--- config.mk ---
export PLATFORM = sky130hd
export DESIGN_NAME = k423_ex_div
export DESIGN_NICKNAME = d
export VERILOG_FILES = /design/src/rtl/k423_ex_div_pkg.sv /design/src/rtl/k423_div_iter.sv /design/src/rtl/k423_ex_div.sv
export SDC_FILE = /design/constraint.sdc
export NUM_CORES = 1
export LEC_CHECK = 0
export ABC_CLOCK_PERIOD_IN_PS = 5310
export BUFFER_PORTS_ARGS = -buffer_cell sky130_fd_sc_hd__buf_4
export CAP_MARGIN = 20
export CORE_ASPECT_RATIO = 0.5
export CORE_MARGIN = 2
export CORE_UTILIZATION = 50
export CTS_CLUSTER_DIAMETER = 40
export DETAILED_ROUTE_END_ITERATION = 12
export PLACE_DENSITY_LB_ADDON = 0.2
export SLEW_MARGIN = 20
export SYNTH_ARGS = -nofsm -noshare
export SYNTH_HDL_FRONTEND = slang
export SYNTH_HIERARCHICAL = 1
export SYNTH_SLANG_ARGS = --single-unit
--- constraint.sdc ---
create_clock -name clk_i -period 5.31 [get_ports clk_i]
set_input_delay 0.531 -clock clk_i [delete_from_list [all_inputs] [get_ports clk_i]]
set_output_delay 0.531 -clock clk_i [all_outputs]
set_load 0.02 [all_outputs]
--- src/rtl/k423_ex_div_pkg.sv ---
// Shared constants, op encodings and FSM state type for the EX-stage divider.
package k423_ex_div_pkg;

   localparam int CORE_XLEN     = 32;
   localparam int INST_RSDIDX_W = 5;
   localparam int DIV_OP_W      = 2;
   localparam int DIV_CNT_W     = 6;

   localparam logic [DIV_OP_W-1:0] DIV_OP_DIV  = 2'b00;
   localparam logic [DIV_OP_W-1:0] DIV_OP_DIVU = 2'b01;
   localparam logic [DIV_OP_W-1:0] DIV_OP_REM  = 2'b10;
   localparam logic [DIV_OP_W-1:0] DIV_OP_REMU = 2'b11;

   typedef enum logic [1:0] {
      DIV_ST_IDLE = 2'd0,
      DIV_ST_CALC = 2'd1,
      DIV_ST_DONE = 2'd2
   } div_state_e;

   function automatic logic div_op_signed(input logic [DIV_OP_W-1:0] op);
      return (op == DIV_OP_DIV) || (op == DIV_OP_REM);
   endfunction

   function automatic logic div_op_rem(input logic [DIV_OP_W-1:0] op);
      return (op == DIV_OP_REM) || (op == DIV_OP_REMU);
   endfunction

endpackage

--- src/rtl/k423_div_iter.sv ---
// One combinational restoring-division step on unsigned magnitudes.
module k423_div_iter #(
   parameter int XLEN = 32
) (
   input  logic [XLEN-1:0] rem_i,
   input  logic [XLEN-1:0] quo_i,
   input  logic [XLEN-1:0] dvs_i,
   output logic [XLEN-1:0] rem_o,
   output logic [XLEN-1:0] quo_o
);

   logic [XLEN:0] rem_sh;
   logic [XLEN:0] trial;

   // The shifted remainder needs one extra bit: it can reach 2*divisor-1.
   assign rem_sh = {rem_i, quo_i[XLEN-1]};
   assign trial  = rem_sh - {1'b0, dvs_i};

   assign rem_o = trial[XLEN] ? rem_sh[XLEN-1:0] : trial[XLEN-1:0];
   assign quo_o = {quo_i[XLEN-2:0], ~trial[XLEN]};

endmodule

--- src/rtl/k423_ex_div.sv ---
// Iterative radix-2 RV32M divider (DIV/DIVU/REM/REMU) in the EX stage.
// Optional macro DIV_FAST_ZERO_EN: divide-by-zero and signed overflow finish at accept.
module k423_ex_div
   import k423_ex_div_pkg::*;
#(
   parameter int XLEN = CORE_XLEN
) (
   input  logic                     clk_i,
   input  logic                     rst_n_i,
   input  logic                     pcu_clear_ex_i,
   input  logic                     div_vld_i,
   output logic                     div_rdy_o,
   input  logic [DIV_OP_W-1:0]      div_op_i,
   input  logic [XLEN-1:0]          div_rs1_i,
   input  logic [XLEN-1:0]          div_rs2_i,
   input  logic [INST_RSDIDX_W-1:0] div_rd_idx_i,
   output logic                     div_busy_o,
   output logic                     res_vld_o,
   input  logic                     res_rdy_i,
   output logic [XLEN-1:0]          res_o,
   output logic [INST_RSDIDX_W-1:0] res_rd_idx_o,
   output div_state_e               dbg_state_o
);

   // Handshakes: an operation transfers on a rising edge where div_vld_i & div_rdy_o
   // & !pcu_clear_ex_i; a result transfers where res_vld_o & res_rdy_i. Once raised,
   // res_vld_o and res_o hold until the transfer (or a clear/reset drops them).

   localparam logic [DIV_CNT_W-1:0] CNT_LAST = DIV_CNT_W'(XLEN - 1);

   div_state_e                 state_q, state_d;
   logic [DIV_OP_W-1:0]        op_q, op_d;
   logic [INST_RSDIDX_W-1:0]   rd_q, rd_d;
   logic [XLEN-1:0]            rem_q, rem_d;
   logic [XLEN-1:0]            quo_q, quo_d;
   logic [XLEN-1:0]            dvs_q, dvs_d;
   logic [DIV_CNT_W-1:0]       cnt_q, cnt_d;
   logic                       q_neg_q, q_neg_d;
   logic                       r_neg_q, r_neg_d;
   logic [XLEN-1:0]            res_q, res_d;

   logic [XLEN-1:0] rem_nxt, quo_nxt;
   logic [XLEN-1:0] q_fin, r_fin;
   logic            accept;
   logic            in_sgn, s1, s2, dvs_zero;

   k423_div_iter #(.XLEN(XLEN)) u_iter (
      .rem_i (rem_q),
      .quo_i (quo_q),
      .dvs_i (dvs_q),
      .rem_o (rem_nxt),
      .quo_o (quo_nxt)
   );

   assign div_rdy_o = (state_q == DIV_ST_IDLE) || ((state_q == DIV_ST_DONE) && res_rdy_i);
   assign accept    = div_vld_i && div_rdy_o && !pcu_clear_ex_i;

   assign in_sgn   = div_op_signed(div_op_i);
   assign dvs_zero = (div_rs2_i == '0);
   assign s1       = in_sgn && div_rs1_i[XLEN-1];
   assign s2       = in_sgn && div_rs2_i[XLEN-1];

   assign q_fin = q_neg_q ? (~quo_nxt + 1'b1) : quo_nxt;
   assign r_fin = r_neg_q ? (~rem_nxt + 1'b1) : rem_nxt;

`ifdef DIV_FAST_ZERO_EN
   logic            fast_hit;
   logic [XLEN-1:0] fast_res;
   logic [XLEN-1:0] xlen_min;

   assign xlen_min = {1'b1, {(XLEN-1){1'b0}}};
   assign fast_hit = dvs_zero || (in_sgn && (div_rs1_i == xlen_min) && (div_rs2_i == '1));
   always_comb begin
      fast_res = '0;
      if (dvs_zero) fast_res = div_op_rem(div_op_i) ? div_rs1_i : '1;
      else          fast_res = div_op_rem(div_op_i) ? '0 : xlen_min;
   end
`endif

   always_comb begin
      state_d = state_q;
      op_d    = op_q;
      rd_d    = rd_q;
      rem_d   = rem_q;
      quo_d   = quo_q;
      dvs_d   = dvs_q;
      cnt_d   = cnt_q;
      q_neg_d = q_neg_q;
      r_neg_d = r_neg_q;
      res_d   = res_q;

      case (state_q)
         DIV_ST_CALC: begin
            rem_d = rem_nxt;
            quo_d = quo_nxt;
            cnt_d = cnt_q + 1'b1;
            if (cnt_q == CNT_LAST) begin
               res_d   = div_op_rem(op_q) ? r_fin : q_fin;
               state_d = DIV_ST_DONE;
            end
         end
         DIV_ST_DONE: begin
            if (res_rdy_i) state_d = DIV_ST_IDLE;
         end
         default: ;
      endcase

      if (accept) begin
         op_d  = div_op_i;
         rd_d  = div_rd_idx_i;
         rem_d = '0;
         // With a zero divisor the raw rs1 is divided so the remainder comes out as rs1.
         quo_d   = (s1 && !dvs_zero) ? (~div_rs1_i + 1'b1) : div_rs1_i;
         dvs_d   = s2 ? (~div_rs2_i + 1'b1) : div_rs2_i;
         q_neg_d = !dvs_zero && (s1 ^ s2);
         r_neg_d = !dvs_zero && s1;
         cnt_d   = '0;
         state_d = DIV_ST_CALC;
`ifdef DIV_FAST_ZERO_EN
         if (fast_hit) begin
            res_d   = fast_res;
            state_d = DIV_ST_DONE;
         end
`endif
      end

      if (pcu_clear_ex_i) state_d = DIV_ST_IDLE;
   end

   always_ff @(posedge clk_i or negedge rst_n_i) begin
      if (!rst_n_i) begin
         state_q <= DIV_ST_IDLE;
         op_q    <= '0;
         rd_q    <= '0;
         rem_q   <= '0;
         quo_q   <= '0;
         dvs_q   <= '0;
         cnt_q   <= '0;
         q_neg_q <= 1'b0;
         r_neg_q <= 1'b0;
         res_q   <= '0;
      end else begin
         state_q <= state_d;
         op_q    <= op_d;
         rd_q    <= rd_d;
         rem_q   <= rem_d;
         quo_q   <= quo_d;
         dvs_q   <= dvs_d;
         cnt_q   <= cnt_d;
         q_neg_q <= q_neg_d;
         r_neg_q <= r_neg_d;
         res_q   <= res_d;
      end
   end

   assign div_busy_o   = (state_q != DIV_ST_IDLE);
   assign res_vld_o    = (state_q == DIV_ST_DONE);
   assign res_o        = res_q;
   assign res_rd_idx_o = res_vld_o ? rd_q : '0;
   assign dbg_state_o  = state_q;

endmodule

# After elaboration in Yosys (flattened, before gate mapping)
# Index checks and enable logic that the tools add are counted.
totals:
  register_bits: 145
  input_bits: 76
  out_inout_bits: 42
  wordCells: 68
op_classes:
  addsub: 6
  n_eq_ne: 8
  muxes: 18
  n_bitwise: 6
  n_reduce_logical: 20
ops:
  columns: ["operator", "n"]
  rows:
  - ["$mux 32", 10]
  - ["$add 32x1->32 const B", 4]
  - ["$not 32->32", 4]
  - ["$sub 33x32->33", 1]
  - ["$logic_not 32->1", 1]
  - ["$mux 6", 2]
  - ["$eq 2x2->1 const B", 4]
  - ["$mux 2", 4]
  - ["$logic_and 1x1->1", 7]
  - ["$add 6x1->6 const B", 1]
  - ["$eq 6x5->1 const B", 1]
  - ["$mux 5", 1]
  - ["$logic_not 2->1", 2]
  - ["$ne 4x2->1 const B", 1]
  - ["$ne 4x4->1 const B", 1]
  - ["$pmux 2 s2", 1]
  - ["$reduce_bool 2->1", 2]
  - ["$reduce_bool 4->1", 1]
  - ["$logic_or 1x1->1", 3]
  - ["$reduce_and 3->1", 1]
  - ["$eq 2x1->1 const B", 1]
  - ["$logic_not 1->1", 2]
  - ["$reduce_and 2->1", 1]
  - ["$not 1->1", 1]
  - ["$xor 1x1->1", 1]

# Longest topological paths before layout
depth:
  ltp_word: 7
  depth_mapped: 22

# Modules after synthesis
# Netlist, hierarchy kept.
modules_own_cells:
  columns: ["mod", "instances", "cells_per_inst", "area_per_inst_um2", "seq_area_each_um2"]
  rows:
  - ["k423_ex_div", 1, 1061, 8832.2, 3603.5]
  - ["k423_div_iter", 1, 342, 2488.6, 0.0]

# Worst setup path before layout
# OpenSTA, ideal clock, no wires.
synth_timing:
  kind: "register to register"
  start: "register quo_q[31]"
  end: "register res_q[30], in the netlist res_o[30]"
  setup_ns: 0.104
  t_arrival_ns: 4.893
  required_ns: 5.206
  path_slack_ns: 0.314
  stages_incl_launch_ff: 21
  period_less_slack_ns: 4.996
  cell_sequence: "dfrtp_1 > inv_1 > ha_1 > fa_1 > and2b_1 > o2111ai_1 > a21oi_2 > o2111ai_1 > a211oi_2 > nor2_2 > mux2i_1 > and2_4 > inv_2 > buf_6 > mux2_4 > or4_4 > or4_4 > or3_4 > o21ai_0 > xor2_1 > a221oi_1"
synth_via:
  elab_chain_len: 6
  elab_cells_between_ends: 10
  cone_classes: "add/sub (3); mux (4); bitwise (3)"
synth_lines:
  columns: ["item", "line_no", "text"]
  rows:
  - ["start: declaration", "k423_ex_div.sv:35", "logic [XLEN-1:0] quo_q, quo_d;"]
  - ["start signal: assignment", "k423_ex_div.sv:147", "quo_q <= quo_d;"]
  - ["$sub 33x32->33", "k423_div_iter.sv:17", "assign trial = rem_sh - {1'b0, dvs_i};"]
  - ["$mux 32", "k423_div_iter.sv:19", "assign rem_o = trial[XLEN] ? rem_sh[XLEN-1:0] : trial[XLEN-1:0];"]
  - ["via rem_nxt[14]", "k423_ex_div.sv:42", "logic [XLEN-1:0] rem_nxt, quo_nxt;"]
  - ["$not 32->32", "k423_ex_div.sv:64", "assign r_fin = r_neg_q ? (~rem_nxt + 1'b1) : rem_nxt;"]
  - ["$add 32x1->32", "k423_ex_div.sv:64", null]
  - ["$mux 32", "k423_ex_div.sv:64", null]
  - ["$mux 32", "k423_ex_div.sv:98", "res_d = div_op_rem(op_q) ? r_fin : q_fin;"]
  - ["end signal: assignment", "k423_ex_div.sv:152", "res_q <= res_d;"]
  - ["end: declaration", "k423_ex_div.sv:40", "logic [XLEN-1:0] res_q, res_d;"]
# The timed path passes the listed nets, and every way through them passes these cells.
# A chain may end at the register's enable or synchronous reset.

# Worst setup path after layout
layout_timing:
  start: "register quo_q[31]"
  end: "register res_q[20], in the netlist res_o[20]"
layout_via:
  elab_chain_len: 6
  elab_cells_between_ends: 10
  cone_classes: "add/sub (3); mux (4); bitwise (3)"
layout_lines:
  columns: ["item", "line_no", "text"]
  rows:
  - ["$sub 33x32->33", "k423_div_iter.sv:17", null]
  - ["$not 1->1", "k423_div_iter.sv:20", "assign quo_o = {quo_i[XLEN-2:0], ~trial[XLEN]};"]
  - ["via quo_nxt[0]", "k423_ex_div.sv:42", null]
  - ["$not 32->32", "k423_ex_div.sv:63", "assign q_fin = q_neg_q ? (~quo_nxt + 1'b1) : quo_nxt;"]
  - ["$add 32x1->32", "k423_ex_div.sv:63", null]
  - ["$mux 32", "k423_ex_div.sv:63", null]
  - ["$mux 32", "k423_ex_div.sv:98", null]
# The timed path passes the listed nets, and every way through them passes these cells.

==> results.tsv <==
stage	metric	value	unit
detailed_routing	post-route ant nets	0	
die	io pins	118	
sta	Rel. slew slack	34.03	%
sta	Final period util	95.28	%
sta	worst hold margin	189.8	ps
die	chip height	110.4	µm
critical_path	crit end category	flip-flop	
clock_network	clk buf depth	2	
detailed_routing	routed length on met2	13350	µm
grt	GRT Resource Usage Total	27.20	%
cells_and_area	most common cell after layout, fill and taps aside	nand2_1	
detailed_routing	Routed WL per cell	18.08	µm
status	outcome	completed	
run	max-cap viol count	0	
sta	min Tclk post-route	5059	ps
sta	Setup TNS	0	ps
clock_network	root buffer cell	clkbuf_16	
grt	initial antenna violation count	0	
grt	largest net degree at the start of global routing	104	
clock_network	clock tree from TritonCTS	yes	
logic_synthesis	Post-Syn Area per Cell	8.069	µm²
power_and_ir_drop	Pwr per Cell Area	531.4	nW/µm²
placement	Cell Area, Placed	12300	µm²
logic_synthesis	Seq/Total Area, Yosys	31.83	%
logic_synthesis	Yosys reg bits	144	
clock_network	Clock transition at path regs	60	ps
clock_network	Clock Latency Late Sink	430	ps
critical_path	WS Path Type	reg2reg	
placement	detailed placer's ending HPWL	24050	µm
cells_and_area	antenna cells	0	
clock_network	CTS HTree Levels	4	
grt	remaining global-route overflow	0	
critical_path	crit start category	flip-flop	
sta	Setup Viol. Count Final	0	
detailed_routing	Routed met3 length	2433	µm
power_and_ir_drop	Final Power	6.871	mW
critical_path	Worst Path Required	5630	ps
placement	Final Wtd Congestion	0.9371	
detailed_routing	top sig layer	met4	
clock_network	CTS Buf Count	17	
die	Die Area	23930	µm²
logic_synthesis	yosys warns	6	
die	row count	38	
logic_synthesis	Post-synth top flop	dfrtp_1	
sta	Final Skew	9.737	ps
cells_and_area	most frequent cells in the layout	244 x nand2_1, 153 x buf_4, 143 x dfrtp_1	
sta	Final Max Slew Viols	0	
detailed_routing	vias	10430	
sta	fmax	197.7	MHz
detailed_routing	vias per cell	5.850	
cells_and_area	Layout area overhead	14.22	%
clock_network	clock sinks	144	
detailed_routing	drt drc	0	
critical_path	Worst R2R Path Depth	20	
grt	vias in the first global route	9919	
logic_synthesis	asr flop ratio synth	100.0	%
die	Die X	216.8	µm
cells_and_area	Nets	1584	
cells_and_area	fin area	12930	µm²
detailed_routing	number of iterations in the first detailed-routing pass	6	
logic_synthesis	Mapped Nets	1517	
hold_path	hold crit path type	in2async	
die	initial core utilization	51.65	%
logic_synthesis	Post-Syn Area	11320	µm²
sta	Final Hold Viols	0	
cells_and_area	layout cells sized above 1	16.19	%
detailed_routing	WL met1	15890	µm
die	Placeable Area	21920	µm²
critical_path	Max FO, Critical Path	11	
detailed_routing	Post-Route WL	32230	µm
logic_synthesis	number of distinct library cells after synthesis	80	
grt	first-pass GRT wire length	52230	µm
power_and_ir_drop	Lkg Pwr	5.712	nW
power_and_ir_drop	VDD IR max	0.3432	mV
critical_path	crit path DAT	5380	ps
detailed_routing	drt first-iter violations	852	
logic_synthesis	Post-synth EDFFs	0	
logic_synthesis	Post-Syn Instances	1403	
placement	I/O Buffers	117	
sta	Worst-Margin Slew	989.5	ps
timing repair:
| item | CTS | global route |
|---|---|---|
| setup buffers | 0 | 3 |
| endpoints found under the setup margin | 0 | 18 |
| hold buffers | 0 | 0 |
| resized for setup | 0 | 14 |
| hold endpoints to repair | 0 | 0 |
area by class of cell:
type	count	area, µm²
Clock buffer	20	446.7
Clock inverter	11	92.59
Fill cell	1948	8987
Inverter	51	193.9
Multi-Input combinational cell	1101	7043
Sequential cell	144	3605
Tap cell	300	375.4
Timing Repair Buffer	155	1175
worst max-delay path, stage by stage (launching register included):
cell	delay, ps
dfrtp_1	370
inv_1	50
ha_1	220
fa_2	350
and2b_1	250
o2111ai_2	140
a21oi_2	230
o2111ai_2	190
a211oi_2	240
nor2_2	110
mux2i_1	210
and2_4	190
inv_4	80
mux2_4	330
or4_4	520
or4_4	530
buf_4	180
o41ai_4	210
xnor2_1	100
and3_1	180
a221o_1	250
cells by family after synthesis:
family | Yosys count | synth area share (%)
xor gates and xnor gates | 139 | 10.75
muxes | 37 | 4.156
buffers and inverters | 158 | 6.543
DFF | 144 | 31.83
and+or+nand+nor | 523 | 22.55
adders and majority gates | 38 | 4.266
AOI/OAI and AO/OA | 364 | 19.91
registers in the layout (all words and copies together) (netlist names):
name	cells
dvs_q	32
quo_q	32
rem_q	32
res_o	32
cnt_q	6
rd_q	5
dbg_state_o	2
op_q	1
q_neg_q	1
r_neg_q	1
cells in the mapped netlist, types with 10 or more instances:
library cell    n  area [µm²]
a21oi_1       120       600.6
nor2b_1        10       62.56
nand2b_1       13       81.33
nor3_1         26       130.1
o21ai_1        15       75.07
ha_1           37       462.9
a21o_1         18       135.1
nor2_1         59       221.5
xnor2_1        74       648.1
mux2i_1        14       140.1
buf_4          31       232.7
nand4_1        13       81.33
a31oi_1        13       81.33
o41ai_1        16       140.1
xor2_1         65       569.3
or4_1          10       75.07
or3_1          19       118.9
nand2_1       244       915.9
o31ai_1        21       157.7
dfrtp_1       144        3603
and2_1         10       62.56
nand3_1        27       135.1
inv_1          49       183.9
mux2_4         19       285.3
o21ai_0        98       490.5
nor4_1         17       106.4
and3_1         40       250.2
clkbuf_1       65       244.0
per-stage QoR:
| step | worst slack, ps | instances | util, % |
|---|---|---|---|
| 2_1_floorplan | 313.6 | 1403 | - |
| 3_3_place_gp | 145.4 | 1747 | 56.10 |
| 3_5_place_dp | 32.06 | 1747 | 56.10 |
| 4_1_cts | 0.7114 | 1778 | 58.56 |
| 5_1_grt | -41.33 | 1782 | 59.00 |
| 6_report | 250.8 | 1782 | 59.00 |
worst paths after layout:
kind,slack (ps),from,end
min in group clk_i,270,pcu_clear_ex_i,dbg_state_o[1]
worst max-delay path,250,quo_q[31],res_o[20]
worst max register to register,250,quo_q[31],res_o[20]
max in group asynchronous,3990,rst_n_i,rem_q[27]
worst min-delay path,190,rst_n_i,dvs_q[2]
worst min register to register,470,rd_q[3],rd_q[3]
routing by layer:
metal  global-route usage (%)  up-vias
met5                        0        -
met4                    7.352        0
li1                         -     5060
met3                    6.281       45
met1                    41.28     4967
met2                    38.29      353
power by group:
group          leakage (nW)  internal, mW  switching, mW  total, mW
logic                  3.60          1.77           2.34       4.11
registers              1.85          1.33          0.296       1.63
clock network         0.265         0.649          0.482       1.13
total                  5.71          3.75           3.12       6.87
Power figures use the tool's default switching activity.
